<file path="config.mk">
export PLATFORM = sky130hd
export DESIGN_NAME = sdram_slot_arbiter
export DESIGN_NICKNAME = d
export VERILOG_FILES = /design/src/rtl/sdram_slot_arbiter.sv
export SDC_FILE = /design/constraint.sdc
export NUM_CORES = 1
export LEC_CHECK = 0
export CORE_MARGIN = 4
export CORE_UTILIZATION = 45
export DETAILED_ROUTE_END_ITERATION = 7
export GPL_TIMING_DRIVEN = 0
export HOLD_SLACK_MARGIN = 0.05
export PLACE_DENSITY = 0.81
export SYNTH_ARGS = -nofsm -noshare
export SYNTH_HDL_FRONTEND = slang
export SYNTH_SLANG_ARGS = --single-unit
</file>
<file path="constraint.sdc">
create_clock -name clk_sys -period 3 [get_ports clk_sys]
set_input_delay 0.45 -clock clk_sys [delete_from_list [all_inputs] [get_ports clk_sys]]
set_output_delay 0.45 -clock clk_sys [all_outputs]
set_load 0.05 [all_outputs]
</file>
<file path="src/rtl/sdram_slot_arbiter.sv">
// Slot-based arbiter sharing the byte-wide SDRAM port between the CPU bus and the ROM
// download loader; remaps loader pages onto the ROM bank layout and masks unpopulated banks.
//
// state    | meaning
// ---------+--------------------------------------------------
// IDLE     | no access in flight, ownership may change
// LDR_PEND | loader byte latched, waiting for a slot strobe
// LDR_WR   | loader write slot active
// CPU_ACC  | CPU read or write slot active
module sdram_slot_arbiter #(
    parameter int SLOT_LEN = 16
) (
    input  logic        clk_sys,
    input  logic        RESET_n,
    input  logic        ce_ref,
    input  logic        cpu_rd,
    input  logic        cpu_wr,
    input  logic [22:0] cpu_a,
    input  logic [7:0]  cpu_din,
    output logic [7:0]  cpu_dout,
    input  logic        ldr_active,
    input  logic        ldr_req,
    input  logic [24:0] ldr_a,
    input  logic [7:0]  ldr_din,
    output logic        ldr_ack,
    output logic        ram_oe,
    output logic        ram_we,
    output logic [22:0] ram_addr,
    output logic [7:0]  ram_din,
    input  logic [7:0]  ram_dout,
    output logic [15:0] ldr_count,
    output logic        ldr_drop
);

    localparam int WD_MAX = 2 * SLOT_LEN;
    localparam int WD_W   = $clog2(WD_MAX + 1);

    typedef enum logic [1:0] {
        IDLE     = 2'd0,
        LDR_PEND = 2'd1,
        LDR_WR   = 2'd2,
        CPU_ACC  = 2'd3
    } state_t;

    state_t            state_q, state_d;
    logic              ram_oe_d, ram_we_d;
    logic [22:0]       ram_addr_d;
    logic [7:0]        ram_din_d;
    logic              ldr_ack_d;
    logic [15:0]       ldr_count_d;
    logic              ldr_drop_d;
    logic [7:0]        rd_data_q, rd_data_d;
    logic [7:0]        rom_mask_q, rom_mask_d;
    logic [8:0]        cpu_page_q, cpu_page_d;
    logic [WD_W-1:0]   wd_q, wd_d;
    logic              ldr_active_q;
    logic              cpu_req;
    logic              start_cpu;
    logic              ldr_page_ok;
    logic [8:0]        ldr_page_base;

    // Banks 0x000-0x0FF are RAM, 0x100 and 0x107 hold ROM images; everything else floats high.
    function automatic logic [7:0] rom_mask_of(input logic [8:0] page);
        if (!page[8] || page == 9'h100 || page == 9'h107)
            return 8'h00;
        return 8'hFF;
    endfunction

    assign cpu_req  = cpu_rd | cpu_wr;
    assign cpu_dout = rd_data_q | rom_mask_q;

    always_comb begin
        ldr_page_ok   = 1'b1;
        ldr_page_base = 9'h000;
        case (ldr_a[24:14])
            11'd0:   ldr_page_base = 9'h000;
            11'd1:   ldr_page_base = 9'h100;
            11'd2:   ldr_page_base = 9'h107;
            default: ldr_page_ok   = 1'b0;
        endcase
    end

    always_comb begin
        state_d    = state_q;
        ram_oe_d   = ram_oe;
        ram_we_d   = ram_we;
        ram_addr_d = ram_addr;
        ram_din_d  = ram_din;
        ldr_ack_d  = 1'b0;
        rd_data_d  = rd_data_q;
        rom_mask_d = rom_mask_q;
        cpu_page_d = cpu_page_q;
        wd_d       = wd_q;
        start_cpu  = 1'b0;

        if (ldr_active && !ldr_active_q) begin
            ldr_count_d = '0;
            ldr_drop_d  = 1'b0;
        end else begin
            ldr_count_d = ldr_count;
            ldr_drop_d  = ldr_drop;
        end

        case (state_q)
            IDLE: begin
                if (ldr_active) begin
                    if (ldr_req) begin
                        if (ldr_page_ok) begin
                            ram_addr_d = {ldr_page_base, ldr_a[13:0]};
                            ram_din_d  = ldr_din;
                            wd_d       = WD_W'(WD_MAX);
                            state_d    = LDR_PEND;
                        end else begin
                            ldr_ack_d  = 1'b1;
                            ldr_drop_d = 1'b1;
                        end
                    end
                end else if (ce_ref && cpu_req) begin
                    start_cpu = 1'b1;
                end
            end
            LDR_PEND: begin
                if (ce_ref) begin
                    ram_we_d = 1'b1;
                    state_d  = LDR_WR;
                end else if (wd_q == '0) begin
                    state_d = IDLE;
                end else begin
                    wd_d = wd_q - WD_W'(1);
                end
            end
            LDR_WR: begin
                if (ce_ref) begin
                    ram_we_d  = 1'b0;
                    ldr_ack_d = 1'b1;
                    if (ldr_count_d != 16'hFFFF)
                        ldr_count_d = ldr_count_d + 16'd1;
                    state_d = IDLE;
                end
            end
            CPU_ACC: begin
                if (ce_ref) begin
                    if (ram_oe) begin
                        rd_data_d  = ram_dout;
                        rom_mask_d = rom_mask_of(cpu_page_q);
                    end
                    ram_oe_d = 1'b0;
                    ram_we_d = 1'b0;
                    state_d  = IDLE;
                    // A held request rolls straight into the next slot unless the loader took over.
                    if (!ldr_active && cpu_req)
                        start_cpu = 1'b1;
                end
            end
            default: state_d = IDLE;
        endcase

        if (start_cpu) begin
            ram_addr_d = cpu_a;
            ram_din_d  = cpu_din;
            cpu_page_d = cpu_a[22:14];
            ram_oe_d   = cpu_rd;
            ram_we_d   = cpu_wr & ~cpu_rd;
            state_d    = CPU_ACC;
        end
    end

    always_ff @(posedge clk_sys or negedge RESET_n) begin
        if (!RESET_n) begin
            state_q      <= IDLE;
            ram_oe       <= 1'b0;
            ram_we       <= 1'b0;
            ram_addr     <= '0;
            ram_din      <= '0;
            ldr_ack      <= 1'b0;
            ldr_count    <= '0;
            ldr_drop     <= 1'b0;
            rd_data_q    <= '0;
            rom_mask_q   <= 8'hFF;
            cpu_page_q   <= '0;
            wd_q         <= '0;
            ldr_active_q <= 1'b0;
        end else begin
            state_q      <= state_d;
            ram_oe       <= ram_oe_d;
            ram_we       <= ram_we_d;
            ram_addr     <= ram_addr_d;
            ram_din      <= ram_din_d;
            ldr_ack      <= ldr_ack_d;
            ldr_count    <= ldr_count_d;
            ldr_drop     <= ldr_drop_d;
            rd_data_q    <= rd_data_d;
            rom_mask_q   <= rom_mask_d;
            cpu_page_q   <= cpu_page_d;
            wd_q         <= wd_d;
            ldr_active_q <= ldr_active;
        end
    end

endmodule

</file>
==> run metrics <==
Seq/Total Area, Yosys 51.5%; Tightest Hold Check Type input port to async pin; PD cells 948 mW/mm^2; slowest CP cell clkdlybuf4s50_1; Worst setup SP type input port; final WL 10400 um; TritonCTS clock tree done; Final Hold Fails 0; antenna-violating nets left 0; Diodes inserted 0; Bufs on Longest Clock Path 2; fillers 649; Hold-fix buffers, CTS 0; worst-path maximum fanout 10; CTS Buf Count 9; largest net degree at the start of global routing 42; H-tree depth 3; Hold WS 47.7 ps; Syn Inst Count 379; DIE WIDTH 99.8 um; ys flop type dfrtp_1; DR vias 3398; synthesized area 0.00379 mm^2; critical path's most frequent cell and2_1; Rows 33; Die Area 0.00995 mm^2; Setup CP Type input port to flip-flop; 1st-iter DRT viols 133; Post-synth ARST share 100%; maximum vdd drop 728 uV; clk slew on worst S/H paths 80 ps; delay-heaviest family, CP simple AND/OR/NAND/NOR gates; PortBufs 137; max-cap violation count 0; YS warnings 0; first-pass GRT wire length 16700 um; GR Overflow Total 0; final std cells w/o fill 637; post-synth cell types 46; placed cell count 622; Detailed Routing Iterations Pass 1 6; post-synth net total 466; crit-path cells clkdlybuf4s50_1 -> or2b_1 -> clkbuf_1 -> and2_1 -> ha_1 -> and2_1 -> and4_1 -> a21oi_1 -> mux2_2; CP Capture Type flip-flop; wire per inst 16.3 um; post-CTS setup buffers 0; max frequency 371 MHz; RSZ-0062 raised after global routing no; Period Utilization, post-route 90.0%; clock skew 7.35 ps; status finished, final reports clean; initial antenna violation count 0; share of cells above drive strength 1 8.08%; Post-synth EDFFs 0; vias per cell 5.33; Worst Path Required 3240 ps; gpl congestion 0.798; CP Buf/Inv Count 2; starting density of the core 46.1%; Least-Margin Pin Slew 817 ps; Resized Gates After CTS 0; core area 0.00822 mm^2; TritonCTS Sinks 78; CTS Root Buffer Type clkbuf_8; vias in the first global route 3486; Slew Limit Headroom 45.3%; Die Y 99.8 um; Final nets 615; P_leak 2.48 nW; commonest non-fill, non-tap cell in the layout clkdlybuf4s50_1; Setup Viol. Count Final 0; Min Clock Period, post-route 2700 ps; all-layer global routing usage 21.2%; IO Count 138; syn_area_per_cell 10.0 um^2; detailed placer's ending HPWL 8020 um; worst skew pair latency 360 ps; most frequent cells in the layout clkdlybuf4s50_1 (136), dfrtp_1 (77), nand2_1 (75), o21ai_0 (38), mux2i_1 (25); Seq cells post-synth 78; area occupied by registers 0.00195 mm^2; area of the multi-input gates 0.00174 mm^2; CP arrival 2940 ps; Area growth syn-to-layout 45.1%; Final Max Tran Viols 0; DRC 0; CP max stage delay 590 ps
## cells by family (layout without fill, tap and decap cells)
logic type      Yosys count  in the layout  share of synthesized area, %
xor+xnor                  9              9                          2.08
fa+ha+maj                 8              8                          2.64
mux                      34             34                          9.28
buf+inv                  22            175                          2.48
compound gates           73             73                          12.3
flops                    78             78                          51.5
simple gates            155            155                          19.6
## per-layer routing
layer  track usage, %  vias to the layer above  routed length, um
met5                0                        -                  0
li1                 -                     1633                  -
met3             6.95                       20                975
met1             24.7                     1620               4170
met2             36.0                      125               5070
met4             8.61                        0                183
## worst paths after layout
kind                                     from             to  slack [ps]  depth (start not counted)
min in group clk_sys            cpu_page_q[5]  cpu_page_q[5]         490                          2
worst max-delay path               ldr_active   ldr_count[1]         300                          9
worst max register to register     state_q[0]   ram_addr[15]         470                          7
worst min register to register  cpu_page_q[5]  cpu_page_q[5]         490                          2
worst min-delay path                  RESET_n    ram_addr[8]          50                          1
max in group asynchronous             RESET_n  ldr_count[11]        2370                          2
## worst register-to-register path: cells and delay by family, from the launching register on
family	cells	cell delay [ps]
AND/OR/NAND/NOR	1	370
flip-flops	1	410
AO/OA/AOI/OAI	3	800
adder cells (fa/ha/maj)	1	310
buffers and inverters	2	550
## flip-flops by register name, summed over array words and instances, names as in the netlist, 2 cells and up
signal	flops
state_q	2
rd_data_q	8
wd_q	6
ram_addr	23
ram_din	8
cpu_page_q	9
ldr_count	16
## cells in the mapped netlist, drive strengths merged (2+ instances only)
cell type	number	share of area, %
dfrtp	77	51
nand2	75	7.4
o21ai	38	5.0
mux2i	25	6.6
nor2	16	1.6
nand3	13	1.8
nor3	12	1.6
clkbuf	10	0.99
mux2	9	2.7
a21oi	8	1.1
ha	8	2.6
inv	8	0.79
or2	8	1.3
and2	7	1.2
and3	6	0.99
xnor2	6	1.4
a221o	5	1.3
a22o	5	1.2
o211ai	5	1.4
buf	4	0.69
a211oi	3	0.59
nand4	3	0.50
nor4	3	0.66
o31ai	3	0.59
or4	3	0.69
xor2	3	0.69
and4	2	0.46
## stage by stage
| stage | TNS [ps] | util [%] | power, W | instance area [um^2] | setup WS [ps] |
|---|---|---|---|---|---|
| 3_5_place_dp | -39.3 | 64.6 | 0.00445 | 5310 | -39.3 |
| 4_1_cts | 0 | 66.9 | 0.00525 | 5500 | 334 |
| 2_1_floorplan | 0 | - | 0.00346 | 3790 | 756 |
| 6_report | 0 | 66.9 | 0.00521 | 5500 | 301 |
| 5_1_grt | 0 | 66.9 | 0.00549 | 5500 | 151 |
| 3_3_place_gp | -94140 | 64.4 | 0.00437 | 5290 | -1220 |
## where the power goes
part           total, W  leakage, nW  switching [W]  internal [W]
Clock          0.000782       0.0952       0.000382      0.000400
Sequential      0.00166         1.00       0.000239       0.00143
Combinational   0.00277         1.38        0.00176       0.00101
## cell type report
class,instances,share of cell area (%)
Multi-Input combinational cell,279,31.7
Tap cell,105,2.39
Inverter,8,0.546
Sequential cell,78,35.5
Buffer,14,1.16
Clock buffer,11,2.57
Timing Repair Buffer,138,25.3
Clock inverter,4,0.865
Note: power is estimated with default switching activity, not from simulation.
